==> src/rtl/trace_pkg.sv <==
// Shared encodings and entry-width helper for the write-back trace buffer.
// Defining TRACE_TIMESTAMP_EN widens each entry by a 32-bit cycle stamp.
package trace_pkg;

  typedef enum logic [1:0] {
    MODE_STOP = 2'd0,
    MODE_WRAP = 2'd1,
    MODE_TRIG = 2'd2,
    MODE_RSVD = 2'd3
  } trace_mode_t;

  typedef enum logic [1:0] {
    ST_RUN    = 2'd0,
    ST_POST   = 2'd1,
    ST_FROZEN = 2'd2
  } trace_state_t;

  localparam int TS_W = 32;

  function automatic int entry_width(input int addr_w, input int reg_w, input int data_w);
`ifdef TRACE_TIMESTAMP_EN
    return addr_w + reg_w + data_w + TS_W;
`else
    return addr_w + reg_w + data_w;
`endif
  endfunction

  localparam int ENTRY_W = entry_width(32, 5, 32);

endpackage

==> src/rtl/trace_ram.sv <==
// Trace entry storage: one synchronous write port, one combinational read port.
module trace_ram #(
  parameter int W     = 69,
  parameter int DEPTH = 16
) (
  input  logic                     clk,
  input  logic                     we,
  input  logic [$clog2(DEPTH)-1:0] waddr,
  input  logic [W-1:0]             wdata,
  input  logic [$clog2(DEPTH)-1:0] raddr,
  output logic [W-1:0]             rdata
);

  logic [W-1:0] mem [DEPTH];

  always_ff @(posedge clk) begin
    if (we) mem[waddr] <= wdata;
  end

  assign rdata = mem[raddr];

endmodule

==> src/rtl/wb_trace_buffer.sv <==
// Captures retiring register writes into a circular buffer with STOP/WRAP/TRIG policies.
// Optional TRACE_TIMESTAMP_EN adds a per-entry cycle stamp and the rd_ts output.
module wb_trace_buffer
  import trace_pkg::*;
#(
  parameter int DATA_W   = 32,
  parameter int ADDR_W   = 32,
  parameter int REG_W    = 5,
  parameter int DEPTH    = 16,
  parameter int POST_CNT = 4
) (
  input  logic                     clk,
  input  logic                     reset,
  input  logic                     enable,
  input  logic [1:0]               mode,
  input  logic [ADDR_W-1:0]        trig_pc,
  input  logic                     clear,
  input  logic                     wb_valid,
  input  logic [ADDR_W-1:0]        wb_pc,
  input  logic [REG_W-1:0]         wb_rd,
  input  logic [DATA_W-1:0]        wb_data,
  output logic                     rd_valid,
  input  logic                     rd_ready,
  output logic [ADDR_W-1:0]        rd_pc,
  output logic [REG_W-1:0]         rd_reg,
  output logic [DATA_W-1:0]        rd_data,
`ifdef TRACE_TIMESTAMP_EN
  output logic [TS_W-1:0]          rd_ts,
`endif
  output logic [$clog2(DEPTH):0]   count,
  output logic                     overflow,
  output logic                     triggered,
  output logic                     frozen
);

  localparam int PTR_W = $clog2(DEPTH);
  localparam int CNT_W = PTR_W + 1;
  localparam int EW    = entry_width(ADDR_W, REG_W, DATA_W);

  logic [PTR_W-1:0] wptr_reg, rptr_reg, post_reg;
  logic [CNT_W-1:0] count_reg;
  logic             overflow_reg, triggered_reg;
  trace_state_t     state_reg;
  trace_mode_t      eff_mode;
  logic             pop, cap_req, full, stop_mode, wr_en, overwrite, drop, trig_hit;
  logic [EW-1:0]    wdata, rdata;

  // Only TRIG mode can leave RUN, so POST keeps TRIG semantics until a clear.
  assign eff_mode  = (state_reg == ST_RUN) ? trace_mode_t'(mode) : MODE_TRIG;
  assign rd_valid  = (count_reg != '0);
  assign pop       = rd_valid & rd_ready;
  assign cap_req   = enable & wb_valid & (wb_rd != '0) & (state_reg != ST_FROZEN);
  assign full      = (count_reg == CNT_W'(DEPTH));
  assign stop_mode = (eff_mode == MODE_STOP) || (eff_mode == MODE_RSVD);
  assign wr_en     = cap_req & (~full | pop | ~stop_mode);
  assign overwrite = cap_req & full & ~pop & ~stop_mode;
  assign drop      = cap_req & full & ~pop & stop_mode;
  assign trig_hit  = wr_en & (state_reg == ST_RUN) & (eff_mode == MODE_TRIG) & (wb_pc == trig_pc);

`ifdef TRACE_TIMESTAMP_EN
  logic [TS_W-1:0] ts_reg;

  always_ff @(posedge clk or negedge reset) begin
    if (!reset) ts_reg <= '0;
    else        ts_reg <= ts_reg + 1'b1;
  end

  assign wdata = {wb_pc, wb_rd, wb_data, ts_reg};
  assign {rd_pc, rd_reg, rd_data, rd_ts} = rd_valid ? rdata : '0;
`else
  assign wdata = {wb_pc, wb_rd, wb_data};
  assign {rd_pc, rd_reg, rd_data} = rd_valid ? rdata : '0;
`endif

  trace_ram #(.W(EW), .DEPTH(DEPTH)) u_ram (
    .clk   (clk),
    .we    (wr_en & ~clear),
    .waddr (wptr_reg),
    .wdata (wdata),
    .raddr (rptr_reg),
    .rdata (rdata)
  );

  always_ff @(posedge clk or negedge reset) begin
    if (!reset) begin
      wptr_reg      <= '0;
      rptr_reg      <= '0;
      count_reg     <= '0;
      post_reg      <= '0;
      overflow_reg  <= 1'b0;
      triggered_reg <= 1'b0;
      state_reg     <= ST_RUN;
    end else if (clear) begin
      wptr_reg      <= '0;
      rptr_reg      <= '0;
      count_reg     <= '0;
      post_reg      <= '0;
      overflow_reg  <= 1'b0;
      triggered_reg <= 1'b0;
      state_reg     <= ST_RUN;
    end else begin
      if (wr_en) wptr_reg <= wptr_reg + 1'b1;
      if (pop || overwrite) rptr_reg <= rptr_reg + 1'b1;
      if (wr_en && !pop && !full)   count_reg <= count_reg + 1'b1;
      else if (pop && !wr_en)       count_reg <= count_reg - 1'b1;
      if (overwrite || drop) overflow_reg <= 1'b1;
      case (state_reg)
        ST_RUN: begin
          if (trig_hit) begin
            triggered_reg <= 1'b1;
            post_reg      <= PTR_W'(POST_CNT);
            state_reg     <= (POST_CNT == 0) ? ST_FROZEN : ST_POST;
          end
        end
        ST_POST: begin
          if (wr_en) begin
            post_reg <= post_reg - 1'b1;
            if (post_reg == PTR_W'(1)) state_reg <= ST_FROZEN;
          end
        end
        default: state_reg <= ST_FROZEN;
      endcase
    end
  end

  assign count     = count_reg;
  assign overflow  = overflow_reg;
  assign triggered = triggered_reg;
  assign frozen    = (state_reg == ST_FROZEN);

endmodule
==> config.mk <==
export PLATFORM = sky130hd
export DESIGN_NAME = wb_trace_buffer
export DESIGN_NICKNAME = d
export VERILOG_FILES = /design/src/rtl/trace_pkg.sv /design/src/rtl/trace_ram.sv /design/src/rtl/wb_trace_buffer.sv
export SDC_FILE = /design/constraint.sdc
export NUM_CORES = 1
export LEC_CHECK = 0
export CELL_PAD_IN_SITES_DETAIL_PLACEMENT = 0
export CELL_PAD_IN_SITES_GLOBAL_PLACEMENT = 2
export CORE_ASPECT_RATIO = 0.8
export CORE_MARGIN = 1.5
export CORE_UTILIZATION = 40
export CTS_CLUSTER_DIAMETER = 200
export CTS_CLUSTER_SIZE = 24
export DETAILED_ROUTE_END_ITERATION = 6
export PLACE_DENSITY = 0.64
export SYNTH_ARGS = -nofsm -noshare
export SYNTH_HDL_FRONTEND = slang
export SYNTH_SLANG_ARGS = --single-unit
==> constraint.sdc <==
create_clock -name clk -period 27.5 [get_ports clk]
set_input_delay 4.125 -clock clk [delete_from_list [all_inputs] [get_ports clk]]
set_output_delay 4.125 -clock clk [all_outputs]
set_load 0.005 [all_outputs]
==> metrics.txt <==
CP delay by family, top buffers and inverters; Seq. cell area about 34,000 µm²; CP max stage delay 1.05 ns; WP data required between 20 and 25 ns; share of the synthesized area in the top cell type 75.7%; CP dominant cell by count mux4_2; largest cells by area after synthesis edfxtp_1, mux4_2, dfrtp_1; asr flop ratio synth about 1.9%; largest net degree at the start of global routing 150; die area roughly 110,000 µm²; crit end category output port; Worst Path Class, Setup reg -> out; post-route clock skew a little under 0.02 ns; antenna-violating nets left 0; H-Tree Depth 2; share of layout cells above drive strength 1 a little under a quarter; setup_tns 0 ns; maximum clock rate approximately 0.11 GHz; Setup-failing EPs final 0; cell taking the most area after synthesis edfxtp_1; hold crit path type reg -> reg; die extent in x 373 µm; Primary FF master, synth edfxtp_1; crit-path max FO approximately 150; die height between 200 and 300 µm; starting density of the core 40.3%; drt drc 0; wire per inst about 31 µm; GP Congestion just over 0.7; CTS buffer count 52; EDFF count, synth 1,104; relative slew slack between 20% and 30%; register area share after synthesis around three quarters; Finished Layout Cells 3,463; nets roughly 2,100; vias in the first global route 20,600; placed instance count ~3,400; slowest CP cell dfrtp_4; Routed WL ~110 mm; synth warn 0; PostCTS Resize Cnt 0; Clock Sink Count approximately 1,100; DP Worst Slack 18.64 ns; Fin. Hold Viols 0; Worst EP arrival roughly 5.3 ns; GRT Residual Overflow 0; port bufs ~190; transition time of the tightest slew-check pin 1.12 ns; Vias between 15,000 and 20,000; crit path capture rd_pc[12]; Pwr Density between 70 and 80 nW/µm²; Distinct cells, synth 48; post-CTS setup buffer count 0; I/O pin count 187; mean area per synthesized cell approximately 24 µm²; DPL Wire Length around 55 mm; CTS tree done; r2r setup slk ~23 ns; clk root buf clkbuf_16; initial antenna violation count 6; Worst Setup SP rptr_reg[1]; stages on the worst setup path 6; Largest register FFs between 1,000 and 1,500; first-pass GRT wire length ~150 mm; CTS Buffer Depth 3; area of the multi-input gates 9580 µm²; final worst path period need around 9.4 ns; Final Max Tran Viols 0; VDD IR max between 0.05 and 0.06 mV; Lkg Pwr approximately 0.014 µW; status complete, no violations; Core ar. between 100,000 and 150,000 µm²; first-pass iteration count of the detailed router 5; Mapped Area 43,800 µm²; initial DRC count roughly 2,100; R2R depth 8; Max-cap violations 0; RSZ-0062 raised after global routing false; CP Cell Sequence buf_12 > buf_4 > mux4_2 > mux4_2 > and2_1 > clkdlybuf4s50_1; vias per cell roughly 5.6; worst path bufs/invs 3; Post-Syn Nets just under 2,000; synth-to-layout area growth 11.2%; later-pin clock latency in the skew report 0.66 ns; Total GRT Usage 19.3%; row cnt ~110; Mapped Cells roughly 1,800; Reg-to-Reg Start state_reg[1]; CTS Hold Bufs 0; worst setup margin about 18 ns; FF+latch count, synth about 1,100; Tcrit/Tclk final between 30% and 40%; Final Core Density between 40% and 50%; CP Launch Type register; fill count about 9,000; Critical R2R Capture u_ram.mem[9][29]; clock-pin slew of the registers on the worst-case setup and hold paths about 0.11 ns; total power 3460 µW
## per-layer routing
layer  wire, µm  vias up  part of all wire (%)  GRT usage, %
met3       5840       84                   5.4          2.73
li1           -     8100                     -             -
met2      53400      526                    50          32.1
met5         34        -                 0.032             0
met1      46500    10800                    43          27.6
met4       1630        6                   1.5          3.54
## worst register-to-register path, delay by kind of cell, from the launching register on
kind / cells / cell delay [ns]
and+or+nand+nor: 5 / 1.70
adders and majority gates: 1 / 0.33
buffers and inverters: 2 / 1.47
DFF: 1 / 0.47
## per-stage QoR
step	hold slack [ns]	area, µm²
after floorplan	0.486	43800
after global placement	0.515	47200
after detailed placement	0.498	47200
after CTS	0.548	48600
after global routing	0.574	48600
final	0.531	48700
## worst min-delay path by stage
| stage | startpoint | endpoint | slack, ns | depth (start not counted) |
|---|---|---|---|---|
| after floorplan | overflow | overflow | 0.49 | 2 |
| after global placement | overflow | overflow | 0.51 | 2 |
| after detailed placement | overflow | overflow | 0.50 | 2 |
| after CTS | overflow | overflow | 0.55 | 2 |
| after global routing | triggered | triggered | 0.57 | 2 |
| final | overflow | overflow | 0.53 | 2 |
## kinds of logic after synthesis
group                      count (synthesis)  synth area share, %
DFF                                     1125                 76.9
and+or+nand+nor                          170                 2.29
muxes                                    350                 17.9
buffers and inverters                    101                 1.32
xor gates and xnor gates                  37                0.740
adders and majority gates                 12                0.360
AOI/OAI and AO/OA                         30                0.463
## final cells by class
cell class	count	share of cell area [%]
repair buffers	220	4.40
flip-flops and latches	1125	69.2
clock buffers	72	2.87
well taps	1430	3.68
diodes	5	0.0257
inverters	11	0.0849
clock inverters	1	0.0103
multi-input cells	599	19.7
## synthesized netlist by cell type, types with 2 or more instances
master,number
nand2_1,12
and2_1,76
xnor2_1,2
mux4_2,345
nor2_1,17
ha_1,11
edfxtp_1,1104
nor4_1,18
nor2b_1,4
buf_1,6
buf_2,11
a31oi_1,6
nor3_1,7
nand4_1,4
clkbuf_1,48
nand4b_1,2
and3_1,9
mux2_1,4
xor2_1,35
or3_1,4
nand2b_1,2
a21o_1,3
a21oi_1,6
o21ai_0,5
nand3_1,9
inv_1,10
buf_6,24
dfrtp_1,21
## report_power, final
group | internal, µW | switching (µW) | leakage (µW)
clock | 355 | 511 | 0.000680
sequential | 1890 | 28.9 | 0.0102
combinational | 373 | 300 | 0.00343
total | 2620 | 839 | 0.0143
## cells in the final DEF, fill, tap and decap left out, types with 4 or more instances in the layout
cell type	synthesis	final
o21ai_0	5	5
and2_4	0	6
nor3_1	7	5
mux4_2	345	345
mux2_1	4	4
edfxtp_1	1104	1104
diode_2	0	5
nor2b_1	4	4
nor4_1	18	17
and2_1	76	70
nand2_1	12	12
inv_1	10	10
and3_4	0	6
a31oi_1	6	6
ha_1	11	11
xor2_1	35	35
nor2_1	17	17
nand3_1	9	9
or3_1	4	4
clkbuf_16	0	53
a21oi_1	6	6
clkdlybuf4s50_1	0	186
clkbuf_1	48	19
nand4_1	4	4
dfrtp_4	0	4
dfrtp_1	21	17
buf_4	1	32
No activity file was read; power rests on OpenSTA's default activity.
==> edit 1 (same settings) <==
The 3 states of `trace_state_t` get a one-hot encoding in 3 bits.
--- a/src/rtl/trace_pkg.sv
+++ b/src/rtl/trace_pkg.sv
@@ -9,10 +9,10 @@
     MODE_RSVD = 2'd3
   } trace_mode_t;
 
-  typedef enum logic [1:0] {
-    ST_RUN    = 2'd0,
-    ST_POST   = 2'd1,
-    ST_FROZEN = 2'd2
+  typedef enum logic [2:0] {
+    ST_RUN    = 3'b001,
+    ST_POST   = 3'b010,
+    ST_FROZEN = 3'b100
   } trace_state_t;
 
   localparam int TS_W = 32;
Function: no difference found for any inputs over 4 cycles, from zero or initial values and one cycle with reset low; so few cycles prove little.
==> edit 1 against the original RTL <==
  * Count of clock-buffer cells in the layout increased by 2
  * Area after synthesis is essentially flat
  * Utilization grew 0.17 points
  * Cell count rose by 0.40%
  * Die area about the same
  * Via count increased by 0.44%
  * Cell area rose by 0.25%
  * Total power is 0.38% higher
  * Worst setup slack lost 0.70 ns
  * Routed wire length decreased by 1.9%
  * Sequential cell count up 1
  * Synthesized cell count rose by 0.38%
  * Largest power group unchanged
  * Highest routed layer unchanged
==> edit 1: results (changes against the original RTL) <==
Layout
  • NonClk Buf Share: 4.48% (was 4.40%)
  • Diode count: 1 (was 5)
  • Area of the multi-input gates: 9610 sq um (was 9580 sq um)
  • Multi-input gates: 604 (was 599)
  • Layout fillers: 9,021 (was 8,965)
  • Area Growth Syn to Fin: 11.6% (was 11.2%)
  • Sequential fraction of total cell area: 69.1% (was 69.2%)
  • Clock-cell share: 2.92% (was 2.88%)
  • Share of cells above drive strength 1: 22.9% (was 22.5%)

Timing
  • Final WS setup: 17.38 ns (was 18.08 ns)
  • Clock skew: 0.0229 ns (was 0.0195 ns)
  • Hold_ws: 0.530 ns (was 0.531 ns)

Yosys
  • Syn_nets: 1,953 (was 1,946)
  • Mux cell area share after synthesis: 17.9% (about the same)
  • Post-Synth Adder-Cell Area: 0.361% (was 0.360%)
  • Compound-Gate Fraction of Synth Area: 0.558% (was 0.463%)
  • Asr flop ratio synth: 1.95% (was 1.87%)
  • Cell variety after synth: 49 (was 48)

Worst setup path
  • Largest stage delay, worst path: 0.88 ns (was 1.05 ns)
  • Crit path DAT: 6.00 ns (was 5.29 ns)
  • R2R Path End: u_ram.mem[0][16] (was u_ram.mem[9][29])
  • Critical path fanouts, max: 116 (was 149)
  • CP endpoint: rd_pc[11] (was rd_pc[12])
  • Reg2Reg Launch Point: state_reg[0] (was state_reg[1])

Global route
  • Vias in the first global route: 21,100 (was 20,600)
  • Antenna violations before repair: 7 (was 6)
  • Global-route wire length before repair: 152,000 microns (was 153,000 microns)

Placement
  • Final GP Congestion: 0.725 (was 0.724)
  • Place WS: 17.77 ns (was 18.64 ns)

Drt
  • Initial DRC Count: 1,846 (was 2,094)

Status
  • Status: completed (unchanged)

Power and ir drop
  • Leak Pwr: 14.3 nW (about the same)
  • Max VDD drop: 0.0421 mV (was 0.0525 mV)
  • Power per cell area: 71.1 nW/um^2 (was 71.0 nW/um^2)
-- edit 1: metal layers --
metal  track usage, %  share of wire, %  vias to the layer above
met4             4.14               2.0                        4
met2             31.0                48                      536
li1                 -                 -                     8127
met3             2.34               4.7                       92
met1             27.7                45                    10900
met5                0             0.028                        -
-- edit 1: power groups by stage --
stage                     Sequential [W]  Clock, W  Combinational, W
final                            0.00191  0.000872          0.000685
after global routing             0.00192  0.000951          0.000739
after floorplan                  0.00194         0          0.000431
after global placement           0.00195         0          0.000701
after CTS                        0.00191  0.000899          0.000705
after detailed placement         0.00195         0          0.000703
-- edit 1: critical path, delay by kind of cell, from the launching register on --
kind	cells	cell delay, ns
DFF	1	0.83
buffers and inverters	4	2.98
and+or+nand+nor	1	0.24
muxes	2	1.13
-- edit 1: through the flow --
step / power [W] / std cells
after global routing: 0.00361 / 3477
after CTS: 0.00352 / 3476
after detailed placement: 0.00266 / 3399
after floorplan: 0.00237 / 1832
after global placement: 0.00265 / 3399
final: 0.00347 / 3477
==> edit 2 (same settings) <==
Without the edit above. Change the parameter `DATA_W` from 32 to 28.
--- a/src/rtl/wb_trace_buffer.sv
+++ b/src/rtl/wb_trace_buffer.sv
@@ -3,7 +3,7 @@
 module wb_trace_buffer
   import trace_pkg::*;
 #(
-  parameter int DATA_W   = 32,
+  parameter int DATA_W   = 28,
   parameter int ADDR_W   = 32,
   parameter int REG_W    = 5,
   parameter int DEPTH    = 16,
Interface: changed (resized rd_data and wb_data); port bits go from 187 to 179. The function was not compared with the original's and may differ.
==> edit 2 against the original RTL <==
  * Fmax up 1.5%
  * Global-route usage decreased by 0.50 points
  * Routed wire length fell by 8.5%
  * Utilization is 0.077 points higher
  * Cell area fell by 5.5%
  * Sequential cell count fell by 64
  * Register-to-register slack better by 0.12 ns
  * Area after synthesis shrank 5.8%
  * Worst setup slack better by 0.14 ns
  * Total power is 4.5% lower
  * Die area decreased by 5.7%
  * Critical path depth is the same
  * First-iteration DRC count shrank 20%
  * Largest cell class unchanged
  * Highest routed layer unchanged
==> edit 2: results (changes against the original RTL) <==
Status
  • Status: completed (unchanged)

Global route
  • Global-route wire length before repair: 141,000 microns (was 153,000 microns)
  • Vias in the first global route: 19,600 (was 20,600)
  • Largest net degree at the start of global routing: 164 (was 150)
  • All-Layer GR Usage: 18.8% (was 19.3%)

Placement
  • Placed cells: 3,188 (was 3,385)
  • Final GP Congestion: 0.729 (was 0.724)
  • Port bufs: 178 (was 186)
  • Post-DP HPWL: 50,400 microns (was 54,600 microns)

Timing
  • Worst-Margin Slew: 1.10 ns (was 1.12 ns)
  • Clock skew: 0.0214 ns (was 0.0195 ns)

Power and ir drop
  • Clock-net power: 0.000823 W (was 0.000866 W)
  • P_int: 0.00250 W (was 0.00262 W)
  • Leak Pwr: 13.5 nW (was 14.3 nW)

Layout
  • NumNets Final: 2,020 (was 2,130)
  • Max reg flops: 1,040 (was 1,104)
  • Layout fillers: 8,466 (was 8,965)

Yosys
  • Synth cell count leaders: 1,040 x edfxtp_1, 325 x mux4_2, 70 x and2_1 (was 1,104 x edfxtp_1, 345 x mux4_2, 76 x and2_1)
  • Asr flop ratio synth: 1.98% (was 1.87%)
  • Largest cells by area after synthesis: edfxtp_1 76%, mux4_2 18%, dfrtp_1 1.3% (was edfxtp_1 76%, mux4_2 18%, dfrtp_1 1.2%)
  • Cell variety after synth: 50 (was 48)
  • Sequential-to-total area share from yosys stat: 77.0% (was 76.9%)
  • EDFF count, synth: 1,040 (was 1,104)

Worst setup path
  • Critical path fanouts, max: 107 (was 149)
  • R2R Path End: u_ram.mem[5][27] (was u_ram.mem[9][29])
  • Crit path from: rptr_reg[0] (was rptr_reg[1])
  • CP endpoint: rd_data[25] (was rd_pc[12])

Drt
  • Routed len/inst: 30.2 microns (was 31.0 microns)
  • Via density: 5.68 (was 5.64)
[edit 2: critical path, stage by stage (launching register included)]
cell	delay, ns
dfrtp_4	1.10
buf_4	0.76
buf_12	0.67
mux4_2	0.61
mux4_2	0.46
and2_1	0.21
clkdlybuf4s50_1	0.47
[edit 2: cells by family (layout without fill, tap and decap cells)]
family,after synthesis,after routing,synth area share (%)
flip-flops,1061,1061,77.0
multiplexers,328,328,17.8
AND/OR/NAND/NOR,161,161,2.26
buffers and inverters,94,280,1.10
XOR/XNOR,37,37,0.786
AO/OA/AOI/OAI,34,34,0.655
adder cells (fa/ha/maj),12,12,0.382
[edit 2: final cells by class]
cell class | count | area share, %
sequential | 1061 | 69.1
multi-input combinational | 572 | 19.8
timing repair buffer | 210 | 4.45
tap | 1337 | 3.64
clock buffer | 60 | 2.85
inverter | 8 | 0.0653
clock inverter | 2 | 0.0626
[edit 2: stage by stage]
stage / hold WS [ns] / power [W] / setup WS (ns) / area, sq um
finish: 0.521 / 0.00330 / 18.22 / 46000
global route: 0.580 / 0.00344 / 17.80 / 46000
CTS: 0.529 / 0.00335 / 18.01 / 46000
detailed placement: 0.495 / 0.00254 / 18.73 / 44600
global placement: 0.492 / 0.00253 / 18.75 / 44600
floorplan: 0.486 / 0.00225 / 15.36 / 41200
[edit 2: per-layer routing]
metal | global-route usage, % | vias up | part of all wire, %
met5 | 0 | - | 0.048
met2 | 29.8 | 461 | 48
met3 | 3.00 | 94 | 5.2
li1 | - | 7650 | -
met1 | 27.9 | 10200 | 45
met4 | 3.52 | 8 | 1.6
